**config.mk**
```make
export PLATFORM = sky130hd
export DESIGN_NAME = instr_fetch_unit
export DESIGN_NICKNAME = d
export VERILOG_FILES = /design/src/rtl/instr_fetch_unit.sv
export SDC_FILE = /design/constraint.sdc
export NUM_CORES = 1
export LEC_CHECK = 0
export CORE_MARGIN = 3
export CORE_UTILIZATION = 60
export CTS_BUF_LIST = sky130_fd_sc_hd__clkbuf_8
export CTS_CLUSTER_DIAMETER = 60
export DETAILED_ROUTE_END_ITERATION = 6
export DONT_BUFFER_PORTS = 1
export GPL_ROUTABILITY_DRIVEN = 0
export PLACE_DENSITY = 0.76
export SETUP_SLACK_MARGIN = 0.05
export SKIP_CTS_REPAIR_TIMING = 1
export SLEW_MARGIN = 20
export SYNTH_ARGS = -nofsm -noshare
export SYNTH_HDL_FRONTEND = slang
export SYNTH_SLANG_ARGS = --single-unit
```
**constraint.sdc**
```tcl
create_clock -name clk -period 3 [get_ports clk]
set_input_delay 0.6 -clock clk [delete_from_list [all_inputs] [get_ports clk]]
set_output_delay 0.6 -clock clk [all_outputs]
set_load 0.01 [all_outputs]
```
**src/rtl/instr_fetch_unit.sv**
```systemverilog
// Instruction-fetch front end: PC, memread/ready handshake, IF/ID register, skid buffer, redirect and squash.
// Optional performance counters (fetch_cnt, stall_cnt) are enabled by defining IFETCH_PERF_CNT_EN.
module instr_fetch_unit #(
    parameter logic [31:0] RESET_PC = 32'h0000_0004,
    parameter int          ADDR_W   = 7
) (
    input  logic              clk,
    input  logic              res,
    output logic              memread,
    output logic [ADDR_W-1:0] imem_addr,
    input  logic [31:0]       imem_data,
    input  logic              imem_ready,
    input  logic              id_stall,
    input  logic              branch_taken,
    input  logic [31:0]       branch_target,
    output logic              if_id_valid,
    output logic [31:0]       if_id_instr,
    output logic [31:0]       if_id_pc
`ifdef IFETCH_PERF_CNT_EN
    ,
    output logic [31:0]       fetch_cnt,
    output logic [31:0]       stall_cnt
`endif
);

    typedef enum logic [1:0] {
        BOOT  = 2'd0,
        FETCH = 2'd1,
        HOLD  = 2'd2,
        DRAIN = 2'd3
    } state_t;

    state_t      state, state_next;
    logic        boot_wait, boot_wait_next;
    logic [31:0] pc, pc_next;
    logic [31:0] req_pc, req_pc_next;
    logic        valid_next;
    logic [31:0] instr_next, ifpc_next;
    logic [31:0] skid_instr, skid_instr_next;
    logic [31:0] skid_pc, skid_pc_next;
    logic [31:0] target, seq_pc;
    logic        slot_free, load;

    assign imem_addr = req_pc[ADDR_W+1:2];

    always_comb begin
        state_next      = state;
        boot_wait_next  = boot_wait;
        pc_next         = pc;
        req_pc_next     = req_pc;
        valid_next      = if_id_valid;
        instr_next      = if_id_instr;
        ifpc_next       = if_id_pc;
        skid_instr_next = skid_instr;
        skid_pc_next    = skid_pc;
        load            = 1'b0;
        memread         = (state == FETCH) || (state == DRAIN);
        target          = branch_target & ~32'd3;
        seq_pc          = req_pc + 32'd4;
        slot_free       = !if_id_valid || !id_stall;

        if (if_id_valid && !id_stall)
            valid_next = 1'b0;

        // A redirect wins over everything; an unanswered request must be drained first.
        if (branch_taken) begin
            pc_next    = target;
            valid_next = 1'b0;
            if (memread && !imem_ready) begin
                state_next = DRAIN;
            end else begin
                state_next  = FETCH;
                req_pc_next = target;
            end
        end else begin
            case (state)
                BOOT: begin
                    if (boot_wait)
                        boot_wait_next = 1'b0;
                    else
                        state_next = FETCH;
                end
                FETCH: begin
                    if (imem_ready) begin
                        pc_next = seq_pc;
                        if (slot_free) begin
                            load        = 1'b1;
                            valid_next  = 1'b1;
                            instr_next  = imem_data;
                            ifpc_next   = req_pc;
                            req_pc_next = seq_pc;
                        end else begin
                            skid_instr_next = imem_data;
                            skid_pc_next    = req_pc;
                            state_next      = HOLD;
                        end
                    end
                end
                HOLD: begin
                    if (!id_stall) begin
                        load        = 1'b1;
                        valid_next  = 1'b1;
                        instr_next  = skid_instr;
                        ifpc_next   = skid_pc;
                        req_pc_next = pc;
                        state_next  = FETCH;
                    end
                end
                DRAIN: begin
                    if (imem_ready) begin
                        req_pc_next = pc;
                        state_next  = FETCH;
                    end
                end
                default: state_next = BOOT;
            endcase
        end
    end

    // boot_wait keeps memread low for one full cycle after reset release.
    always_ff @(posedge clk) begin
        if (!res) begin
            state       <= BOOT;
            boot_wait   <= 1'b1;
            pc          <= RESET_PC;
            req_pc      <= RESET_PC;
            if_id_valid <= 1'b0;
            if_id_instr <= 32'd0;
            if_id_pc    <= 32'd0;
            skid_instr  <= 32'd0;
            skid_pc     <= 32'd0;
        end else begin
            state       <= state_next;
            boot_wait   <= boot_wait_next;
            pc          <= pc_next;
            req_pc      <= req_pc_next;
            if_id_valid <= valid_next;
            if_id_instr <= instr_next;
            if_id_pc    <= ifpc_next;
            skid_instr  <= skid_instr_next;
            skid_pc     <= skid_pc_next;
        end
    end

`ifdef IFETCH_PERF_CNT_EN
    always_ff @(posedge clk) begin
        if (!res) begin
            fetch_cnt <= 32'd0;
            stall_cnt <= 32'd0;
        end else begin
            if (load)
                fetch_cnt <= fetch_cnt + 32'd1;
            if ((state == HOLD) || (if_id_valid && id_stall))
                stall_cnt <= stall_cnt + 32'd1;
        end
    end
`endif

endmodule

```
==> summary.md, run 1 <==
| Metric | Value |
|---|---|
| Status | finished clean |
| CP max stage delay | 0.56 ns |
| Critical Path Slowest Stage Cell | or3_1 |
| Number of synthesized flops with an enable pin | 0 |
| Post-Syn Area per Cell | 8.15 µm² |
| Core area | 14700 µm² |
| CTS max path bufs | 2 |
| First-pass GRT wire length | around 36 mm |
| Syn Nets | about 1200 |
| Tightest hold margin | 0.213 ns |
| Largest family of logic cells by synthesized area | compound AO/OA/AOI/OAI gates |
| Post-synth top area cell | dfxtp_1 |
| Share of cells above drive strength 1 | 6.90% |
| First drt pass iteration count | 7 |
| Critical path endpoint category | flop |
| Filler instances | approximately 1300 |
| Ant diodes | 0 |
| Design Area, Final | 9590 µm² |
| Die Ht | 129 µm |
| Non-filler cells, final | 1256 |
| Vias in the first global route | 6994 |
| Final WS setup | approximately 0.42 ns |
| Synth warn | 0 |
| Post-Synth Adder-Cell Area | 0.684% |
| WP data arrival | 3.00 ns |
| Die ar. | 16800 µm² |
| Cts bufs inserted | 17 |
| Mapped Area | 9140 µm² |
| Crit-path max FO | 7 |
| Dpl cells | 1225 |
| Largest cells by area after synthesis | dfxtp_1 43%, nand2_1 7.4%, mux2i_1 7.3%, a211oi_1 5.6%, a21oi_1 5.4% |
| Final setup violation count | 0 |
| Simple-Gate Fraction of Synth Area | 19.1% |
| Minimum clock period | 2.58 ns |
| Yosys reg bits | between 150 and 200 |
| Avg WL per Cell | 18.2 µm |
| Sequential standard cell area | slightly below 4000 µm² |
| Total Power | approximately 5.4 mW |
| Final net count | roughly 1100 |
| Clock-pin slew on the worst setup and hold paths | 0.10 ns |
| Core Rows | 44 |
| WS Path Type | flop to flop |
| Iter 0 DRT Violations | 714 |
| Post-Synthesis Cells | 1121 |
| Ys flop type | dfxtp_1 |
| RSZ-0062 raised after global routing | false |
| Initial antenna violation count | 0 |
| Tightest Hold Check Type | input port to flop |
| Largest net degree at the start of global routing | 129 |
| DRC Markers | 0 |
| IO buf count | 0 |
| Io pins | 142 |
| Max-Cap Viols | 0 |
| Starting Density | 62.2% |
| Routed vias | 7860 |
| Grt total ovfl | 0 |
| Cells along the critical path | ha_1 > nand3_1 > or3_1 > or4_1 > a21oi_1 > a31o_1 |
| Most common cell in the netlist | dfxtp_1 |
| Post-placement cell area | around 9000 µm² |
| Yosys cell types | 57 |
| Worst slack, placed | 0.460 ns |
| Via/cell ratio | ~6.3 |
| Die width | 129 µm |
| Peak supply drop | 0.402 mV |
| Highest clock rate | a little under 0.4 GHz |
| Async SR Flop Fraction | 0% |
| Worst slew pin tran | 0.825 ns |
| Pins Over Slew Limit | 0 |
| Flop2flop setup slack | 0.42 ns |
| Yosys top cell area share | 42.9% |
| Relative slew slack | between 40% and 50% |
| Clock sinks | between 150 and 200 |
| Final WL | around 23 mm |
| Compound-gate portion of the synthesized area | 22.7% |
| H-tree Lvls | 4 |
| Worst Clk Skew | 0.0190 ns |
| Register area share after synthesis | a little over two fifths |
| CTS root buffer | clkbuf_8 |
| Leak | 3.09 nW |
| Pwr dens | 565 nW/µm² |
| Area occupied by multi-input gates | about 4700 µm² |
| Clk Latency, worst-skew pair | 0.47 ns |
| Most frequent cells after synthesis | 196 x dfxtp_1, 179 x nand2_1, 112 x nor2_1, 99 x a21oi_1, 80 x clkbuf_1 |
| Layout Area Growth over Synthesis | 4.95% |
| Post-Route Utilization | between 60% and 70% |
| CP Launch Type | flop |
| Total Routing Usage GR | between 20% and 30% |
| CTS tree | built |
| Final ANT Viol Nets | 0 |
| Setup TNS | 0 ns |
| HPWL Detailed | 14.9 mm |
| Hold violation total from the final report | 0 |
| Worst Path Required | 3.42 ns |
| Synth Area in XOR/XNOR | around 1.4% |
| Mux cell area share after synthesis | about 7.5% |
| Crit share post-route | 85.9% |
-- critical path, delay by kind of cell, from the launching register on --
| kind | cells | cell delay (ns) |
|---|---|---|
| and+or+nand+nor | 3 | 1.33 |
| DFF | 1 | 0.55 |
| adders and majority gates | 1 | 0.40 |
| AOI/OAI and AO/OA | 2 | 0.27 |
-- flip-flops by register name, summed over array words and instances (netlist names) --
register     flops
if_id_instr     32
if_id_pc        32
pc              32
req_pc          32
skid_instr      32
skid_pc         32
state            2
boot_wait        1
if_id_valid      1
-- cell type report --
cell class,count,area share [%]
inverter,9,0.378
clock inverter,13,1.40
clock buffer,18,2.58
tap,184,2.40
multi-input combinational,800,49.3
sequential,196,40.9
timing repair buffer,36,3.08
-- power by group --
part / internal [mW] / leakage [nW] / switching [mW]
clock network: 0.757 / 0.196 / 0.925
logic: 0.316 / 1.29 / 0.459
registers: 2.76 / 1.60 / 0.198
total: 3.84 / 3.09 / 1.58
-- cell usage in the layout, fill, tap and decap left out, types with 6 or more instances in the layout --
master	netlist	final
o21a_1	8	8
nor3_1	21	21
mux2i_1	67	67
a22oi_1	23	23
a21oi_1	99	99
nand4_1	16	16
dfxtp_1	196	196
nand2_1	179	179
xor2_1	8	8
xnor2_1	7	7
o211ai_1	9	9
nor2_1	112	111
a221o_1	6	6
clkbuf_8	0	18
nor4_1	11	11
a31oi_1	6	6
o21ai_0	36	36
or3_1	8	8
nand3_1	19	18
buf_4	8	34
a211oi_1	68	68
o31a_1	9	9
o22ai_1	9	9
or4_1	7	7
a22o_1	11	11
inv_1	9	11
-- metal layers --
metal / global-route usage [%] / up-vias / part of all wire [%]
met5: 0 / - / 0
met4: 9.11 / 0 / 2.1
met3: 7.63 / 33 / 8.2
met2: 43.1 / 280 / 47
met1: 34.3 / 3651 / 43
li1: - / 3896 / -
-- cells by family after synthesis --
kind of cell | after synthesis
AO/OA/AOI/OAI | 314
XOR/XNOR | 15
adder cells (fa/ha/maj) | 5
buffers and inverters | 125
flip-flops | 196
multiplexers | 68
AND/OR/NAND/NOR | 398
-- final timing paths --
check | startpoint | end | depth (start not counted)
max | req_pc[3] | req_pc[20] | 6
min | res | boot_wait | 1
max reg2reg | req_pc[3] | req_pc[20] | 6
min reg2reg | skid_pc[8] | skid_pc[8] | 2
(Power assumes the default switching activity.)
==> run 2: changes to the inputs <==
--- a/config.mk
+++ b/config.mk
@@ -11,7 +11,7 @@
 export CTS_CLUSTER_DIAMETER = 60
 export DETAILED_ROUTE_END_ITERATION = 6
 export DONT_BUFFER_PORTS = 1
-export GPL_ROUTABILITY_DRIVEN = 0
+export GPL_ROUTABILITY_DRIVEN = 1
 export PLACE_DENSITY = 0.76
 export SETUP_SLACK_MARGIN = 0.05
 export SKIP_CTS_REPAIR_TIMING = 1
==> results of run 2 <==
Final layout, timing and power as in run 1 (identical DEF).
